===== config.mk =====
export PLATFORM = sky130hd
export DESIGN_NAME = writeback_cycle
export DESIGN_NICKNAME = d
export VERILOG_FILES = /design/src/rtl/writeback_cycle.sv
export SDC_FILE = /design/constraint.sdc
export NUM_CORES = 1
export LEC_CHECK = 0
export CAP_MARGIN = 20
export CORE_MARGIN = 2
export CORE_UTILIZATION = 40
export CTS_BUF_LIST = sky130_fd_sc_hd__clkbuf_8
export DETAILED_ROUTE_END_ITERATION = 16
export HOLD_SLACK_MARGIN = 0.15
export PLACE_DENSITY_LB_ADDON = 0.15
export SYNTH_ARGS = -nofsm -noshare
export SYNTH_HDL_FRONTEND = slang
export SYNTH_SLANG_ARGS = --single-unit

===== constraint.sdc =====
create_clock -name clk -period 6.7 [get_ports clk]
set_input_delay 1.675 -clock clk [delete_from_list [all_inputs] [get_ports clk]]
set_output_delay 1.675 -clock clk [all_outputs]
set_load 0.05 [all_outputs]

===== src/rtl/writeback_cycle.sv =====
// Write-back stage with SECDED decode of the selected result, sticky FAULT state and capture log.
// Optional corrected-error counter enabled by defining WB_ECC_COUNT_EN (otherwise ce_count is tied to 0).
module writeback_cycle #(
  parameter int CE_CNT_W = 16
) (
  input  logic                clk,
  input  logic                rst,
  input  logic                RegWriteW,
  input  logic                ResultSrcW,
  input  logic                JumpW,
  input  logic [4:0]          RD_W,
  input  logic [38:0]         ALU_ResultW_ECC,
  input  logic [38:0]         ReadDataW_ECC,
  input  logic [38:0]         PCPlus4W_ECC,
  input  logic                fault_clr,
  output logic                RF_WE,
  output logic [4:0]          RF_RD,
  output logic [31:0]         ResultW,
  output logic                ce_pulse,
  output logic                fault_irq,
  output logic                halt,
  output logic [4:0]          log_rd,
  output logic [1:0]          log_src,
  output logic [5:0]          log_syn,
  output logic [CE_CNT_W-1:0] ce_count
);

  localparam logic [0:0] S_NORMAL = 1'b0;
  localparam logic [0:0] S_FAULT  = 1'b1;

  // Hamming position holding data bit k (non-power-of-two positions, ascending).
  function automatic int data_pos(input int k);
    int n;
    int res;
    n   = 0;
    res = 0;
    for (int i = 1; i < 39; i++) begin
      if ((i & (i - 1)) != 0) begin
        if (n == k) res = i;
        n++;
      end
    end
    return res;
  endfunction

  logic [38:0] w_code;
  logic [38:0] w_corr;
  logic [5:0]  w_syn;
  logic        w_par;
  logic        w_ce;
  logic        w_ded;
  logic [1:0]  w_src;
  logic [31:0] w_data;

  logic [0:0]  r_state;
  logic [4:0]  r_log_rd;
  logic [1:0]  r_log_src;
  logic [5:0]  r_log_syn;

  assign w_code = JumpW ? PCPlus4W_ECC : (ResultSrcW ? ReadDataW_ECC : ALU_ResultW_ECC);
  assign w_src  = JumpW ? 2'd2 : (ResultSrcW ? 2'd1 : 2'd0);
  assign w_par  = ^w_code;

  always_comb begin
    w_syn = '0;
    for (int i = 1; i < 39; i++) begin
      if (w_code[i]) w_syn = w_syn ^ 6'(i);
    end
  end

  // Flipping code[0] or any position up to 38 is a correctable single error.
  always_comb begin
    w_corr = w_code;
    if (w_par && (w_syn != 6'd0) && (w_syn <= 6'd38))
      w_corr = w_code ^ (39'd1 << w_syn);
  end

  generate
    for (genvar gi = 0; gi < 32; gi++) begin : g_extract
      assign w_data[gi] = w_corr[data_pos(gi)];
    end
  endgenerate

  assign w_ce  = RegWriteW & w_par & (w_syn <= 6'd38);
  assign w_ded = RegWriteW & ((w_par & (w_syn > 6'd38)) | (~w_par & (w_syn != 6'd0)));

  assign RF_WE    = RegWriteW & (RD_W != 5'd0) & ~w_ded & (r_state == S_NORMAL);
  assign RF_RD    = RD_W;
  assign ResultW  = w_data;
  assign ce_pulse = w_ce;

  always_ff @(posedge clk or negedge rst) begin
    if (!rst) begin
      r_state   <= S_NORMAL;
      r_log_rd  <= '0;
      r_log_src <= '0;
      r_log_syn <= '0;
    end else begin
      // A DED recaptures the log on entry, or when it coincides with fault_clr.
      if (w_ded && ((r_state == S_NORMAL) || fault_clr)) begin
        r_state   <= S_FAULT;
        r_log_rd  <= RD_W;
        r_log_src <= w_src;
        r_log_syn <= w_syn;
      end else if ((r_state == S_FAULT) && fault_clr) begin
        r_state <= S_NORMAL;
      end
    end
  end

  assign fault_irq = (r_state == S_FAULT);
  assign halt      = fault_irq;
  assign log_rd    = r_log_rd;
  assign log_src   = r_log_src;
  assign log_syn   = r_log_syn;

`ifdef WB_ECC_COUNT_EN
  logic [CE_CNT_W-1:0] r_ce_count;

  always_ff @(posedge clk or negedge rst) begin
    if (!rst) begin
      r_ce_count <= '0;
    end else if (w_ce && (r_state == S_NORMAL) && (r_ce_count != '1)) begin
      r_ce_count <= r_ce_count + 1'b1;
    end
  end

  assign ce_count = r_ce_count;
`else
  assign ce_count = '0;
`endif

endmodule


==> results of run 1 <==
[power by group]
part	switching [mW]	internal [mW]	total, mW
Clock	0.0366	0.0523	0.0889
Sequential	0.0266	0.134	0.160
Combinational	1.98	1.79	3.77
[worst max-delay path: stages]
cell	delay (ns)
clkdlybuf4s50_1	0.41
mux2_4	0.28
mux2i_4	0.20
xnor2_2	0.17
xnor3_2	0.53
xnor2_4	0.31
xor2_2	0.22
nand2_2	0.10
a221o_1	0.40
buf_6	0.18
buf_12	0.14
a2111oi_4	0.30
buf_6	0.21
[kinds of logic (layout without fill, tap and decap cells)]
kind of cell,after synthesis,count (layout),share of synthesized area [%]
simple gates,72,72,11.05
other cells,1,16,0.1075
buf+inv,41,316,9.900
mux,86,86,35.47
compound gates,11,11,2.224
xor+xnor,97,97,31.20
flops,14,14,10.04
[worst paths after layout]
kind	slack (ns)	cells after the start	start	to
max	-0.09	13	ReadDataW_ECC[31]	RF_WE
min	0.51	1	log_syn[3]$_DFFE_PN0P_	log_syn[3]$_DFFE_PN0P_
min reg2reg	0.51	1	log_syn[3]$_DFFE_PN0P_	log_syn[3]$_DFFE_PN0P_
max reg2reg	5.25	3	fault_irq$_DFFE_PN0P_	log_syn[5]$_DFFE_PN0P_
max in group asynchronous	4.42	1	rst	log_syn[1]$_DFFE_PN0P_
min in group asynchronous	1.84	1	rst	log_rd[1]$_DFFE_PN0P_
[per-stage QoR]
stage	instances	setup TNS (ns)	setup WS, ns
after CTS	707	0	0.003039
after floorplan	337	0	0.03231
after global placement	683	-2.914	-0.2280
after detailed placement	683	-3.704	-0.2509
after global routing	720	-3.446	-0.2293
final	720	-0.5772	-0.09205
[per-layer routing]
metal	wire length, um	up-vias	GRT usage (%)
met5	0	-	0
met4	339	0	3.098
met3	957	29	6.763
met2	7032	182	44.77
met1	5108	1664	29.69
li1	-	1651	-
[sequential cells by signal (all words and copies together) (netlist names)]
register   flops
log_syn        6
fault_irq      1
log_rd         5
log_src        2
[repair_timing]
action | CTS | global route
setup buffers | 19 | 12
endpoints found under the hold margin | 0 | 0
cloned | 2 | 1
pin swaps | 24 | 34
resized for setup | 55 | 94
setup endpoints to repair | 31 | 33
[cell usage in the layout (no fill, tap or decap), drive strengths merged, types with 2 or more instances in the layout]
cell type	Yosys	layout
nor2	7	7
and2	4	4
xnor2	63	63
xnor3	12	12
nand2b	4	4
inv	6	6
mux2	46	46
dlymetal6s2s	0	6
buf	35	160
dlygate4sd2	0	11
nor4	5	5
xor2	22	22
nor3	16	16
or4	2	2
dfrtp	14	14
clkdlybuf4s50	0	128
mux2i	40	40
nand3	7	7
clkbuf	0	4
nand2	24	24
conb	1	16
o21ai	7	7
[area by class of cell]
type,instances,share of cell area (%)
multi-input combinational,282,48.39
sequential,14,4.751
clock buffer,4,0.7465
inverter,6,0.3054
tap,108,1.832
timing repair buffer,306,43.98
==> run_results.csv, run 1 <==
group,metric,value,unit
pwr,power_leakage,3.280,nW
placed_design,port_buffers,181,
detailed_routing,wl_per_cell,18.66,um
detailed_routing,antenna_left,0,
timing,timing.final.hold_violations,0,
detailed_routing,vias,3526,
yosys,syn_area,3488,sq um
pwr,powerDensity,544.5,nW/um^2
grt,antenna_found_initial,0,
floorplanning,num_rows,34,
floorplanning,core,8593,sq um
worst_hold_path,hp-class,"flip-flop to flip-flop",
grt,grt_pass1_wl,18.83,mm
floorplanning,fp.dieH,97.39,um
timing,drv_slew,0,
yosys,synthCells,322,
yosys,synth_commonest_cells,"54 x xnor2_1, 23 x mux2_4, 23 x nand2_1",
yosys,yosysTopAreaCell,"xnor2_1",
worst_setup_path,critPathKind,"input port to primary output",
worst_setup_path,endpoint_kind,"primary output",
yosys,synth_area_leaders,"xnor2_1 14%, dfrtp_1 10%, mux2_4 9.9%",
timing,timing.fmax,0.1472,GHz
clock_network,cts.sinks,14,
grt,grt_start_max_net_pins,16,
grt,first_global_vias,3670,
clock_network,clk_latency,0.26,ns
yosys,ys.flop_type,"dfrtp_1",
placed_design,globalplace.congestion,0.8982,
run,max-cap-violations,0,
final_layout,stdcell_area,7375,sq um
final_layout,n_fill_cell,463,
status,outcome,"finished, violations left",
grt,grt_use_total,24.60,%
clock_network,tritoncts,"built",
final_layout,multi_input_area,3568,sq um
placed_design,hpwl,9.485,mm
floorplanning,pin_count,198,
final_layout,antenna_cells,0,
detailed_routing,dr.first_iter.drc_count,120,
status,violations,"setup timing",
yosys,yosysMostFrequentCell,"xnor2_1",
yosys,ys_ff_latch,14,
final_layout,final_core_util,85.82,%
clock_network,cts_max_level,1,
yosys,synth_cell_types,39,
pwr,p_total,4.016,mW
timing,timing.slew.headroom,53.30,%
floorplanning,die_x,97.39,um
final_layout,drive_gt1_share,52.61,%
final_layout,area_growth,111.4,%
yosys,synth_edf_count,0,
yosys,synth_warnings,0,
worst_setup_path,arrival,5.12,ns
worst_setup_path,cp_max_fo,6,
worst_setup_path,required,5.03,ns
floorplanning,dieArea,9484,sq um
yosys,avgSynthCellArea,10.83,sq um
pwr,max-vdd-ir-drop,0.4002,mV
detailed_routing,drt_wl_total,13.44,mm
timing,worst_slew_pin_slew,0.6983,ns
timing,fin_crit_sh,101.4,%
grt,grt_overflow,0,
clock_network,clkTransAtPathRegs,0.07,ns
yosys,yosysTopAreaCellShare,13.56,%
placed_design,placed_cell_area,6230,sq um
detailed_routing,drtPass1Iterations,4,
worst_setup_path,startpoint_type,"input port",
clock_network,hold_buffers,0,
yosys,async_reset_ff_share,100.0,%
detailed_routing,post_drt_via_cell_ratio,4.897,
detailed_routing,drc,0,
floorplanning,initial_core_util,40.59,%
final_layout,nets,741,
clock_network,cts_buffers,3,
final_layout,register_area,350.3,sq um
timing,rsz0062_at_grt,"yes",
timing,finClkSkew,0.0009188,ns
yosys,ys_seq_area_share,10.04,%
timing,whs,0.5096,ns
clock_network,clock_path_buffers,2,
clock_network,cts_root_buffer,"clkbuf_8",
timing,setup_viol,14,
timing,setup_ws,-0.09205,ns
timing,post-route-min-period,6.792,ns
(Power assumes the default switching activity.)
==> run 2, diff against run 1 <==
==> constraint.sdc (replaced) <==
create_clock -name clk -period 6.8 [get_ports clk]
set_input_delay 1.7 -clock clk [delete_from_list [all_inputs] [get_ports clk]]
set_output_delay 1.7 -clock clk [all_outputs]
set_load 0.05 [all_outputs]
==> run 2 against run 1 <==
The flow still finishes with violations (setup timing). Critical endpoint is now ResultW[17]. Sequential share of layout area grew 0.22 points. Utilization shrank 3.8 points. Largest power group unchanged. Sequential power is essentially flat. First-iteration DRC count grew 48%.
==> run_results.csv, run 2 (same netlist as run 1, synthesis figures left out) <==
group,metric,value,unit
worst_hold_path,hp-class,"flip-flop to flip-flop",
grt,grt_use_total,24.00,%
clock_network,cts_buffers,3,
worst_setup_path,reg2reg_to,"log_src[1]$_DFFE_PN0P_",
final_layout,layout_common_cells,"135 x clkdlybuf4s50_1, 96 x buf_4, 37 x xnor2_1, 35 x buf_12, 27 x mux2_4",
detailed_routing,post_drt_via_cell_ratio,4.865,
worst_setup_path,critPathKind,"input port to primary output",
placed_design,hpwl,9.540,mm
timing,worst_slew_pin_slew,0.6589,ns
clock_network,cts_root_buffer,"clkbuf_8",
worst_hold_path,min_path_cells,1,
detailed_routing,vias,3435,
clock_network,clock_path_buffers,2,
placed_design,globalplace.congestion,0.8692,
timing,timing.final.hold_violations,0,
grt,grt_start_max_net_pins,27,
timing,post-route-min-period,6.826,ns
timing,fin_crit_sh,100.4,%
placed_design,dp_slack,-0.2199,ns
pwr,p_sw_share,49.63,%
status,outcome,"finished, violations left",
floorplanning,dieArea,9484,sq um
final_layout,layout_commonest_cell,"clkdlybuf4s50_1",
grt,first_global_vias,3524,
final_layout,nets,727,
grt,antenna_found_initial,0,
floorplanning,num_rows,34,
floorplanning,initial_core_util,40.59,%
worst_setup_path,r2r_slack,5.35,ns
final_layout,area_growth,102.1,%
worst_setup_path,arrival,5.13,ns
detailed_routing,drtPass1Iterations,4,
placed_design,port_buffers,181,
final_layout,antenna_cells,0,
pwr,powerDensity,532.5,nW/um^2
run,max-cap-violations,0,
floorplanning,fp.dieH,97.39,um
final_layout,drive_gt1_share,48.49,%
clock_network,cts.sinks,14,
timing,whs,0.5052,ns
detailed_routing,dr.first_iter.drc_count,177,
placed_design,placed_cell_area,6175,sq um
final_layout,final_core_util,82.05,%
worst_setup_path,startpoint,"ReadDataW_ECC[13]",
clock_network,clk_latency,0.25,ns
timing,timing.fmax,0.1465,GHz
pwr,p_total,3.755,mW
timing,drv_slew,0,
worst_setup_path,reg2reg_from,"fault_irq$_DFFE_PN0P_",
pwr,power_frac_clock,2.2,%
pwr,p_sw,1.863,mW
worst_hold_path,whs_endpoint,"log_syn[4]$_DFFE_PN0P_",
detailed_routing,wl_per_cell,17.27,um
pwr,internal_power,1.891,mW
timing,setup_ws,-0.02635,ns
pwr,power_frac_seq,4.3,%
detailed_routing,drc,0,
grt,grt_pass1_wl,18.35,mm
final_layout,largest_reg_flops,6,
pwr,power_leakage,3.088,nW
worst_setup_path,required,5.10,ns
worst_hold_path,worstHoldStart,"log_syn[4]$_DFFE_PN0P_",
detailed_routing,drt_wl_total,12.20,mm
worst_setup_path,startpoint_type,"input port",
floorplanning,pin_count,198,
floorplanning,core,8593,sq um
timing,rsz0062_at_grt,"yes",
worst_setup_path,worst-r2r-cell-count,3,
pwr,pwr-share-comb,93.5,%
status,violations,"setup timing",
pwr,max-vdd-ir-drop,0.4334,mV
timing,finClkSkew,0.0008028,ns
clock_network,tritoncts,"built",
final_layout,stdcell_area,7051,sq um
worst_setup_path,cp_max_fo,3,
clock_network,hold_buffers,0,
grt,grt_overflow,0,
worst_setup_path,endpoint_kind,"primary output",
clock_network,cts_max_level,1,
timing,timing.slew.headroom,55.94,%
detailed_routing,antenna_left,0,
timing,setup_viol,5,
floorplanning,die_x,97.39,um
clock_network,clkTransAtPathRegs,0.06,ns
[run 2: cell count changes in the layout (fill, tap and decap cells not counted), sizes merged]
cell	before	now
buf	160	144
bufbuf	1	3
clkdlybuf4s50	128	135
dlygate4sd2	11	2
dlymetal6s2s	6	8
[run 2: critical path: stages]
cell and delay [ns]:
clkdlybuf4s50_1 0.40, mux2_4 0.27, mux2i_4 0.20, xnor2_2 0.16, xnor3_2 0.52, xnor2_4 0.27
xor2_2 0.22, buf_4 0.16, nand2_1 0.05, a211o_1 0.33, buf_4 0.16, nor4_1 0.16
buf_4 0.17, xnor2_1 0.16, buf_12 0.18
[run 2: per-stage QoR]
step	setup TNS [ns]	cells
3_5_place_dp	-3.172	674
6_report	-0.09252	706
3_3_place_gp	-2.057	674
5_1_grt	-1.838	706
4_1_cts	0	693
2_1_floorplan	0	337
[run 2: metal layers]
| metal | track usage (%) | share of wire [%] |
|---|---|---|
| met3 | 4.245 | 6.9 |
| met4 | 2.885 | 1.4 |
| met1 | 31.07 | 39 |
| met2 | 43.08 | 52 |
| met5 | 0 | 0 |
[run 2: final cells by class]
type / count / area [sq um]
tap: 108 / 135.1
multi-input combinational: 282 / 3339
sequential: 14 / 350.3
clock buffer: 4 / 55.05
inverter: 6 / 22.52
fill: 521 / 1543
timing repair buffer: 292 / 3148
[run 2: timing repair]
item                                    in CTS  in global routing
gates cloned                                 1                  1
resized for setup                           47                 59
endpoints found under the setup margin      26                 31
setup buffers                               14                 12
pin swaps                                   17                 20
hold endpoints to repair                     0                  0
[run 2: worst max-delay path by stage]
stage / cells past startpoint / slack [ns] / end
after CTS: 16 / 0.002 / ResultW[28]
after floorplan: 14 / 0.08 / ResultW[22]
after detailed placement: 13 / -0.22 / ResultW[31]
final: 15 / -0.03 / ResultW[17]
after global routing: 16 / -0.15 / ResultW[27]
after global placement: 13 / -0.17 / ResultW[1]
[run 2: power by group through the flow]
stage | Combinational (mW) | Sequential (mW) | Clock (mW)
4_1_cts | 3.15 | 0.160 | 0.0843
6_report | 3.51 | 0.160 | 0.0826
3_3_place_gp | 2.87 | 0.156 | 0
3_5_place_dp | 2.87 | 0.160 | 0
5_1_grt | 3.67 | 0.165 | 0.0890
2_1_floorplan | 1.47 | 0.305 | 0
